==> src/rtl/instr_encoder_loader_if.sv <==
// Descriptor-in / instruction-memory-write-out bundle for the instruction encoder loader.
// The slave side is the loader; the master side is whoever feeds descriptors and watches memory writes.
interface instr_encoder_loader_if #(
    parameter int ADDR_W = 5
);
    logic              i_clear;
    logic              i_in_valid;
    logic              o_in_ready;
    logic [3:0]        i_op_sel;
    logic [4:0]        i_rs;
    logic [4:0]        i_rt;
    logic [4:0]        i_rd;
    logic [15:0]       i_imm;
    logic [25:0]       i_target;
    logic              o_mem_we;
    logic [ADDR_W-1:0] o_mem_addr;
    logic [31:0]       o_mem_wdata;
    logic [ADDR_W:0]   o_count;
    logic              o_full;
    logic              o_err;

    modport slave (
        input  i_clear, i_in_valid, i_op_sel, i_rs, i_rt, i_rd, i_imm, i_target,
        output o_in_ready, o_mem_we, o_mem_addr, o_mem_wdata, o_count, o_full, o_err
    );

    modport master (
        output i_clear, i_in_valid, i_op_sel, i_rs, i_rt, i_rd, i_imm, i_target,
        input  o_in_ready, o_mem_we, o_mem_addr, o_mem_wdata, o_count, o_full, o_err
    );
endinterface

==> src/rtl/instr_encoder_loader.sv <==
// Boot/test loader: turns symbolic instruction descriptors into 32-bit MIPS words
// and writes them sequentially into instruction memory until DEPTH words are stored.
module instr_encoder_loader #(
    parameter int ADDR_W = 5,
    parameter int DEPTH  = 32
) (
    input  logic                    clk,
    input  logic                    rst,
    instr_encoder_loader_if.slave   bus
);
    typedef enum logic [1:0] {IDLE, ENC, WR, FULL} state_t;

    localparam logic [ADDR_W:0] LP_DEPTH = (ADDR_W+1)'(DEPTH);

    state_t            r_state, w_next;
    logic [3:0]        r_op;
    logic [4:0]        r_rs, r_rt, r_rd;
    logic [15:0]       r_imm;
    logic [25:0]       r_target;
    logic [ADDR_W-1:0] r_addr;
    logic [ADDR_W:0]   r_count;
    logic [31:0]       r_wdata;
    logic              r_err;

    logic              w_ready;
    logic              w_legal;
    logic [31:0]       w_enc;
    logic [ADDR_W:0]   w_count_inc;
    logic              w_last;

    assign w_count_inc = r_count + (ADDR_W+1)'(1);
    assign w_last      = (w_count_inc == LP_DEPTH);
    // clear is combinationally folded in so a same-cycle descriptor is refused and a WR strobe is killed
    assign w_ready     = (r_state == IDLE) && !bus.i_clear;

    always_comb begin
        w_enc   = 32'h0;
        w_legal = 1'b1;
        case (r_op)
            4'd0:  w_enc = 32'h0;
            4'd1:  w_enc = {6'b000000, r_rs, r_rt, r_rd, 5'b0, 6'b100000};
            4'd2:  w_enc = {6'b000000, r_rs, r_rt, r_rd, 5'b0, 6'b100010};
            4'd3:  w_enc = {6'b000000, r_rs, r_rt, r_rd, 5'b0, 6'b100100};
            4'd4:  w_enc = {6'b000000, r_rs, r_rt, r_rd, 5'b0, 6'b100101};
            4'd5:  w_enc = {6'b000000, r_rs, r_rt, r_rd, 5'b0, 6'b101010};
            4'd6:  w_enc = {6'b001000, r_rs, r_rt, r_imm};
            4'd7:  w_enc = {6'b001101, r_rs, r_rt, r_imm};
            4'd8:  w_enc = {6'b001100, r_rs, r_rt, r_imm};
            4'd9:  w_enc = {6'b001010, r_rs, r_rt, r_imm};
            4'd10: w_enc = {6'b100011, r_rs, r_rt, r_imm};
            4'd11: w_enc = {6'b101011, r_rs, r_rt, r_imm};
            4'd12: w_enc = {6'b000100, r_rs, r_rt, r_imm};
            4'd13: w_enc = {6'b000010, r_target};
            default: w_legal = 1'b0;
        endcase
    end

    always_comb begin
        w_next = r_state;
        case (r_state)
            IDLE: if (bus.i_in_valid && w_ready) w_next = ENC;
            ENC:  w_next = w_legal ? WR : IDLE;
            WR:   w_next = w_last ? FULL : IDLE;
            FULL: w_next = FULL;
            default: w_next = IDLE;
        endcase
        if (bus.i_clear) w_next = IDLE;
    end

    always_ff @(posedge clk or posedge rst) begin
        if (rst) r_state <= IDLE;
        else     r_state <= w_next;
    end

    always_ff @(posedge clk or posedge rst) begin
        if (rst) begin
            r_op     <= '0;
            r_rs     <= '0;
            r_rt     <= '0;
            r_rd     <= '0;
            r_imm    <= '0;
            r_target <= '0;
            r_addr   <= '0;
            r_count  <= '0;
            r_wdata  <= '0;
            r_err    <= 1'b0;
        end else if (bus.i_clear) begin
            r_addr  <= '0;
            r_count <= '0;
            r_err   <= 1'b0;
        end else begin
            case (r_state)
                IDLE: if (bus.i_in_valid) begin
                    r_op     <= bus.i_op_sel;
                    r_rs     <= bus.i_rs;
                    r_rt     <= bus.i_rt;
                    r_rd     <= bus.i_rd;
                    r_imm    <= bus.i_imm;
                    r_target <= bus.i_target;
                end
                ENC: begin
                    if (w_legal) r_wdata <= w_enc;
                    else         r_err   <= 1'b1;
                end
                WR: begin
                    r_count <= w_count_inc;
                    // address parks on the last word once full; only clear rewinds it
                    if (!w_last) r_addr <= r_addr + ADDR_W'(1);
                end
                default: ;
            endcase
        end
    end

    assign bus.o_in_ready  = w_ready;
    assign bus.o_mem_we    = (r_state == WR) && !bus.i_clear;
    assign bus.o_mem_addr  = r_addr;
    assign bus.o_mem_wdata = r_wdata;
    assign bus.o_count     = r_count;
    assign bus.o_full      = (r_state == FULL);
    assign bus.o_err       = r_err;
endmodule

==> src/flat_wrapper.sv <==
// flat-port wrapper written by rule: the top's interface ports become plain ports
module instr_encoder_loader_flat 
#(
    parameter int ADDR_W = 5,
    parameter int DEPTH  = 32
)
  (clk, rst, bus_i_clear, bus_i_in_valid, bus_i_op_sel, bus_i_rs, bus_i_rt, bus_i_rd, bus_i_imm, bus_i_target, bus_o_in_ready, bus_o_mem_we, bus_o_mem_addr, bus_o_mem_wdata, bus_o_count, bus_o_full, bus_o_err);
  instr_encoder_loader_if #(.ADDR_W(ADDR_W)) bus_i ();
  input  logic clk;
  input  logic rst;
  input wire logic [$bits(bus_i.i_clear)-1:0] bus_i_clear;
  input wire logic [$bits(bus_i.i_in_valid)-1:0] bus_i_in_valid;
  input wire logic [$bits(bus_i.i_op_sel)-1:0] bus_i_op_sel;
  input wire logic [$bits(bus_i.i_rs)-1:0] bus_i_rs;
  input wire logic [$bits(bus_i.i_rt)-1:0] bus_i_rt;
  input wire logic [$bits(bus_i.i_rd)-1:0] bus_i_rd;
  input wire logic [$bits(bus_i.i_imm)-1:0] bus_i_imm;
  input wire logic [$bits(bus_i.i_target)-1:0] bus_i_target;
  output wire logic [$bits(bus_i.o_in_ready)-1:0] bus_o_in_ready;
  output wire logic [$bits(bus_i.o_mem_we)-1:0] bus_o_mem_we;
  output wire logic [$bits(bus_i.o_mem_addr)-1:0] bus_o_mem_addr;
  output wire logic [$bits(bus_i.o_mem_wdata)-1:0] bus_o_mem_wdata;
  output wire logic [$bits(bus_i.o_count)-1:0] bus_o_count;
  output wire logic [$bits(bus_i.o_full)-1:0] bus_o_full;
  output wire logic [$bits(bus_i.o_err)-1:0] bus_o_err;
  assign bus_i.i_clear = bus_i_clear;
  assign bus_i.i_in_valid = bus_i_in_valid;
  assign bus_i.i_op_sel = bus_i_op_sel;
  assign bus_i.i_rs = bus_i_rs;
  assign bus_i.i_rt = bus_i_rt;
  assign bus_i.i_rd = bus_i_rd;
  assign bus_i.i_imm = bus_i_imm;
  assign bus_i.i_target = bus_i_target;
  assign bus_o_in_ready = bus_i.o_in_ready;
  assign bus_o_mem_we = bus_i.o_mem_we;
  assign bus_o_mem_addr = bus_i.o_mem_addr;
  assign bus_o_mem_wdata = bus_i.o_mem_wdata;
  assign bus_o_count = bus_i.o_count;
  assign bus_o_full = bus_i.o_full;
  assign bus_o_err = bus_i.o_err;
  instr_encoder_loader #(.ADDR_W(ADDR_W), .DEPTH(DEPTH)) u_core (.clk(clk), .rst(rst), .bus(bus_i));
endmodule
==> config.mk <==
export PLATFORM = sky130hd
export DESIGN_NAME = instr_encoder_loader_flat
export DESIGN_NICKNAME = d
export VERILOG_FILES = /design/src/rtl/instr_encoder_loader_if.sv /design/src/rtl/instr_encoder_loader.sv /design/src/flat_wrapper.sv
export SDC_FILE = /design/constraint.sdc
export NUM_CORES = 1
export LEC_CHECK = 0
export BUFFER_PORTS_ARGS = -buffer_cell sky130_fd_sc_hd__buf_2
export CAP_MARGIN = 40
export CORE_ASPECT_RATIO = 0.9
export CORE_MARGIN = 1.5
export CORE_UTILIZATION = 50
export DETAILED_ROUTE_END_ITERATION = 16
export PLACE_DENSITY = 0.82
export SLEW_MARGIN = 20
export SYNTH_ARGS = -nofsm -noshare
export SYNTH_HDL_FRONTEND = slang
export SYNTH_SLANG_ARGS = --single-unit
==> constraint.sdc <==
create_clock -name clk -period 5.4 [get_ports clk]
set_input_delay 0.54 -clock clk [delete_from_list [all_inputs] [get_ports clk]]
set_output_delay 0.54 -clock clk [all_outputs]
set_load 0.005 [all_outputs]
==> run metrics, run 1 <==
status=complete, no violations; setup TNS=0 ps; most frequent cells in the layout=buf_2 (110), dfrtp_1 (106), mux2_2 (55); maximum clock frequency=between 300 and 400 MHz; sequential share of power=roughly 53%; CP Max Fanout=20; R2R depth=5; Post-Synth Adder-Cell Area=less than 1%; Sw Ratio=between 30 and 40%; drt first pass iters=6; Rel. slew slack=46.3%; Initial Util=about 52%; max_cap viols=0; initial antenna violation count=0; Netlist cell types=50; DR DRC count=0; CP Class=flip-flop to flip-flop; full die area=roughly 10000 sq um; PD cells=between 300 and 400 nW/um^2; synthesized instance count=425; Worst IR Drop VDD=0.182 mV; Clk pin slew, worst setup/hold paths=100 ps; Mapped Avg Cell Area=11.3 sq um; Worst setup SP type=flip-flop; CTS tree=yes; dpl cells=632; Hold Crit Class=input port to asynchronous set/reset pin; grt total ovfl=0; main combinational cell family by area after synthesis=compound AO/OA/AOI/OAI gates; Core ar.=about 9000 sq um; Core Rows=33; Async SR Flop Fraction=between 90% and 100%; DP Area=approximately 5400 sq um; hold_buf cts=0; Slew @ Worst Pin=806 ps; vias in the first global route=about 3600; syn nets=between 400 and 500; ys flop type=dfrtp_1; Post-Layout Inst Area=between 5000 and 6000 sq um; final hold vios=0; Synth Area in Simple Gates=under 10%; commonest non-fill, non-tap cell in the layout=buf_2; Top Ports=between 100 and 150; fin crit share=51.1%; clk buf depth=2; layout net count=just under 600; Vias=~3700; sequential fraction of the synthesis area=about 55%; Yosys warnings=0; register bit count reported by yosys=approximately 110; H-tree levels=3; first-pass GRT wire length=between 15000 and 20000 um; CTS Sinks=roughly 110; Clock Tree Root=clkbuf_8; minimum clock period=2760 ps; Skew-Pair Late Insertion Delay=~360 ps; Vias/cell=between 5 and 6; Vert. Die Dim=roughly 96 um; Crit. End Element=flip-flop; CP required=~5700 ps; DIE WIDTH=approximately 110 um; combinational group share of total power=between 20% and 30%; multiplexer share of the synthesized area=between 10% and 20%; Detailed Place HPWL=a little under 8000 um; post-CTS setup buffer count=0; fin cells=between 600 and 700; layout cells sized above 1=37.5%; largest net degree at the start of global routing=a little under 70; Area growth syn-to-layout=16.8%; cell-internal power=1460 uW; XOR/XNOR share of the synthesized area=less than 1%; max-slew violations=0; RePlAce Congestion=0.835; RSZ-0062 raised after global routing=no; Worst Skew=roughly 14 ps; Core Util, Final=about 60%; number of synthesized flops with an enable pin=0; Static Leak=~0.0026 uW; mapped cell area=between 4000 and 5000 sq um; DR iter-0 viols=approximately 330; CTS resizes=0; net load switching power=between 600 and 700 uW; Compound-Gate Fraction of Synth Area=between 10% and 20%; port bufs=110; CP Data Arrival Time=~3000 ps; Tot GR Track Use=between 20% and 30%; antenna-violating nets left=0; wire length per cell=16.7 um; clock share of power=23.2%; final wirelength=between 10000 and 15000 um; diode count=0; CTS Buf Count=9; setup violators final=0; worst hold slack=~220 ps
stage by stage:
stage,worst slack [ps],power [uW]
2_1_floorplan,2070,1420
3_3_place_gp,2530,1610
3_5_place_dp,2700,1640
4_1_cts,2680,2130
5_1_grt,2450,2250
6_report,2640,2120
area by class of cell:
| cell class | count | area [sq um] |
|---|---|---|
| Clock buffer | 9 | 124 |
| Clock inverter | 6 | 75.1 |
| Fill cell | 778 | 3620 |
| Inverter | 10 | 40.0 |
| Multi-Input combinational cell | 279 | 1990 |
| Sequential cell | 106 | 2650 |
| Tap cell | 122 | 153 |
| Timing Repair Buffer | 115 | 592 |
cells in the mapped netlist (2+ instances only):
cell	n	area share, %
a32o_1	2	0.42
buf_4	3	0.47
mux2_2	55	13
or3_1	4	0.52
o21ai_0	42	4.4
nand3_1	3	0.31
o31ai_1	3	0.47
a22o_1	13	2.4
nand2_1	47	3.7
ha_1	3	0.78
or2_2	2	0.26
nand2b_1	3	0.39
mux2i_1	6	1.2
o211ai_1	3	0.47
nand4_1	3	0.39
buf_1	2	0.16
inv_1	10	0.78
and2_1	3	0.39
a22oi_1	21	3.3
dfrtp_1	106	55
a21o_1	2	0.31
clkbuf_1	13	1.0
nor3_1	4	0.42
o221ai_1	5	0.91
a21oi_1	14	1.5
buf_2	12	1.2
nor2_1	15	1.2
nor2_2	2	0.26
xor2_1	3	0.54
path summary, 6_finish.rpt:
path                                                           to                              startpoint  slack (ps)
min in group clk                      u_core.r_imm[0]$_DFFE_PP0P_                            bus_i_imm[0]         380
setup / recovery           u_core.bus.o_mem_wdata[12]$_DFFE_PP0P_              u_core.r_op[2]$_DFFE_PP0P_        2640
hold / removal                    u_core.r_target[11]$_DFFE_PP0P_                                     rst         220
max in group asynchronous              u_core.r_rt[4]$_DFFE_PP0P_                                     rst        3990
setup reg to reg           u_core.bus.o_mem_wdata[12]$_DFFE_PP0P_              u_core.r_op[2]$_DFFE_PP0P_        2640
hold reg to reg            u_core.bus.o_mem_wdata[28]$_DFFE_PP0P_  u_core.bus.o_mem_wdata[28]$_DFFE_PP0P_         490
kinds of logic after synthesis:
logic type | count (synthesis)
mux | 62
fa+ha+maj | 3
compound gates | 115
xor+xnor | 4
flops | 106
other cells | 1
buf+inv | 40
simple gates | 94
power groups by stage:
stage,clock (uW),sequential [uW],combinational [uW]
floorplan,0,1080,342
global placement,0,1130,479
detailed placement,0,1130,509
CTS,502,1120,508
global route,538,1140,567
finish,491,1120,505
metal layers:
metal / track usage (%) / wire (um) / share of wire, % / vias up
met5: 0 / 0 / 0 / -
met4: 8.56 / 167 / 1.5 / 0
met3: 5.75 / 732 / 6.8 / 19
met2: 34.3 / 5220 / 48 / 143
met1: 28.6 / 4660 / 43 / 1770
li1: - / - / - / 1725
registers in the layout, summed over array words and instances, names as in the netlist:
| name | flops |
|---|---|
| u_core.bus.o_mem_addr | 5 |
| u_core.r_rt | 5 |
| u_core.bus.o_err | 1 |
| u_core.r_rd | 5 |
| u_core.r_imm | 16 |
| u_core.r_rs | 5 |
| u_core.r_target | 26 |
| u_core.r_op | 4 |
| u_core.bus.o_count | 6 |
| u_core.bus.o_mem_wdata | 31 |
| u_core.r_state | 2 |
worst max-delay path, cell delays in order, from the launching register on:
cell and delay [ps]:
dfrtp_1 770, and2_1 460, and3_1 670, nor2_1 200, nor2_1 400, a22o_1 200
Note: power is estimated with default switching activity, not from simulation.
==> inputs of run 2 (changes only) <==
==> constraint.sdc (replaced) <==
create_clock -name clk -period 2.85 [get_ports clk]
set_input_delay 0.285 -clock clk [delete_from_list [all_inputs] [get_ports clk]]
set_output_delay 0.285 -clock clk [all_outputs]
set_load 0.005 [all_outputs]
==> run 2 against run 1 <==
Effect of this change:
- final cell count rose by 0.46%
- maximum frequency up 8.8%
- total power is 92% higher
- design area increased by 0.93%
- global-route usage shrank 0.91 points
- sequential power up 87%
- critical path depth unchanged
- clock-buffer cell count did not move
- clock power is 100% higher
- non-clock buffer count grew 2
- setup slack got worse by 2300 ps
- combinational power rose by 95%
==> run metrics, run 2 (same netlist as run 1, synthesis figures left out) <==
Post-Layout Inst Area=around 5700 sq um; Hold Crit Class=input port to asynchronous set/reset pin; most frequent cells in the layout=buf_2 (110), dfrtp_1 (106), mux2_2 (55); post-CTS setup buffer count=0; final hold vios=0; Detailed Place HPWL=7340 um; Core ar.=approximately 9200 sq um; setup violators final=0; wire length per cell=approximately 16 um; layout net count=~600; grt total ovfl=0; PD cells=~710 nW/um^2; Core Rows=33; Sw Ratio=31.4%; Area growth syn-to-layout=17.9%; Top Ports=around 110; Vert. Die Dim=between 90 and 100 um; CP max stage cell=and3_1; status=complete, no violations; met3 Resource Use GR=~6%; Skew-Pair Late Insertion Delay=~370 ps; CP Data Arrival Time=about 2800 ps; layout cells sized above 1=37.9%; Vias/cell=between 5 and 6; DIE WIDTH=107 um; CP required=about 3200 ps; busiest metal layer after global routing=met2; Rel. slew slack=52.9%; vias in the first global route=3342; worst path cell trace=and2_1 > and3_1 > nor2_1 > nor2_1 > a22o_1; RSZ-0062 raised after global routing=no; full die area=approximately 10000 sq um; met2 global-route usage=about 33%; Tot GR Track Use=between 20% and 30%; fin crit share=between 80% and 90%; setup ws final=between 300 and 400 ps; combinational group share of total power=roughly 24%; clk buf depth=2; DP Area=5470 sq um; setup TNS=0 ps; max-slew violations=0; Worst IR Drop VDD=around 0.44 mV; Worst Skew=~14 ps; CTS Buf Count=9; worst path bufs/invs=0; first-pass GRT wire length=approximately 16000 um; CP most frequent cell=nor2_1; Initial Util=52.1%; Worst setup SP type=flip-flop; worst hold slack=22.8 ps; global-route met1 utilization=between 20% and 30%; hold_buf cts=0; DR DRC count=0; CTS resizes=0; Clock Tree Root=clkbuf_8; diode count=0; Static Leak=0.00266 uW; Crit. path cell count=5; largest net degree at the start of global routing=107; delay-heaviest family, CP=simple AND/OR/NAND/NOR gates; cell-internal power=between 2000 and 3000 uW; maximum clock frequency=a little under 400 MHz; dpl ws=approximately 380 ps; port bufs=between 100 and 150; initial antenna violation count=0; R2R depth=5; Clk pin slew, worst setup/hold paths=approximately 100 ps; H-tree levels=3; Vias=~3600; CP Max Fanout=17; minimum clock period=2530 ps; antenna-violating nets left=0; Largest register FFs=31; sequential share of power=about half; max_cap viols=0; CP Class=flip-flop to flip-flop; slowest stage delay, CP=approximately 680 ps; drt first pass iters=5; RePlAce Congestion=about 0.84; clock share of power=about a quarter; final wirelength=10500 um; Slew @ Worst Pin=approximately 700 ps; CTS tree=yes; CTS Sinks=around 110; net load switching power=around 1300 uW; Crit. End Element=flip-flop; DR iter-0 viols=~310; commonest non-fill, non-tap cell in the layout=buf_2
## run 2: worst register-to-register path, stage by stage (launching register included)
cell and delay (ps):
dfrtp_1 560, and2_1 420, and3_1 680, nor2_1 160, nor2_1 430, a22o_1 220
## run 2: metal layers
| layer | up-vias | part of all wire, % |
|---|---|---|
| met5 | - | 0 |
| met1 | 1779 | 44 |
| li1 | 1723 | - |
| met3 | 10 | 6.3 |
| met2 | 132 | 49 |
| met4 | 0 | 1.0 |
## run 2: final timing paths
path	startpoint	to	slack, ps
max reg2reg	u_core.r_op[3]$_DFFE_PP0P_	u_core.bus.o_mem_wdata[15]$_DFFE_PP0P_	320
min	rst	u_core.r_rd[4]$_DFFE_PP0P_	20
max in group asynchronous	rst	u_core.bus.o_mem_wdata[15]$_DFFE_PP0P_	2350
min reg2reg	u_core.bus.o_mem_wdata[25]$_DFFE_PP0P_	u_core.bus.o_mem_wdata[25]$_DFFE_PP0P_	480
max	u_core.r_op[3]$_DFFE_PP0P_	u_core.bus.o_mem_wdata[15]$_DFFE_PP0P_	320
min in group clk	bus_i_imm[2]	u_core.r_imm[2]$_DFFE_PP0P_	120
## run 2: through the flow
stage | instances | util [%] | total power (uW)
floorplan | 425 | - | 2700
global placement | 634 | 59.1 | 3050
detailed placement | 634 | 59.1 | 3110
CTS | 650 | 61.4 | 4080
global route | 650 | 61.4 | 4300
finish | 650 | 61.4 | 4060
## run 2: area by class of cell
cell class                 count  area [sq um]
clock buffer                   9           124
fill                         790          3570
timing repair buffer         117           628
inverter                      10          41.3
sequential                   106          2650
multi-input combinational    279          1990
clock inverter                 7          90.1
tap                          122           153
## run 2: power by group through the flow
stage | Combinational [uW] | Sequential (uW) | Clock, uW
global route | 1100 | 2130 | 1070
floorplan | 647 | 2050 | 0
CTS | 993 | 2090 | 1000
finish | 987 | 2090 | 982
global placement | 950 | 2100 | 0
detailed placement | 991 | 2120 | 0
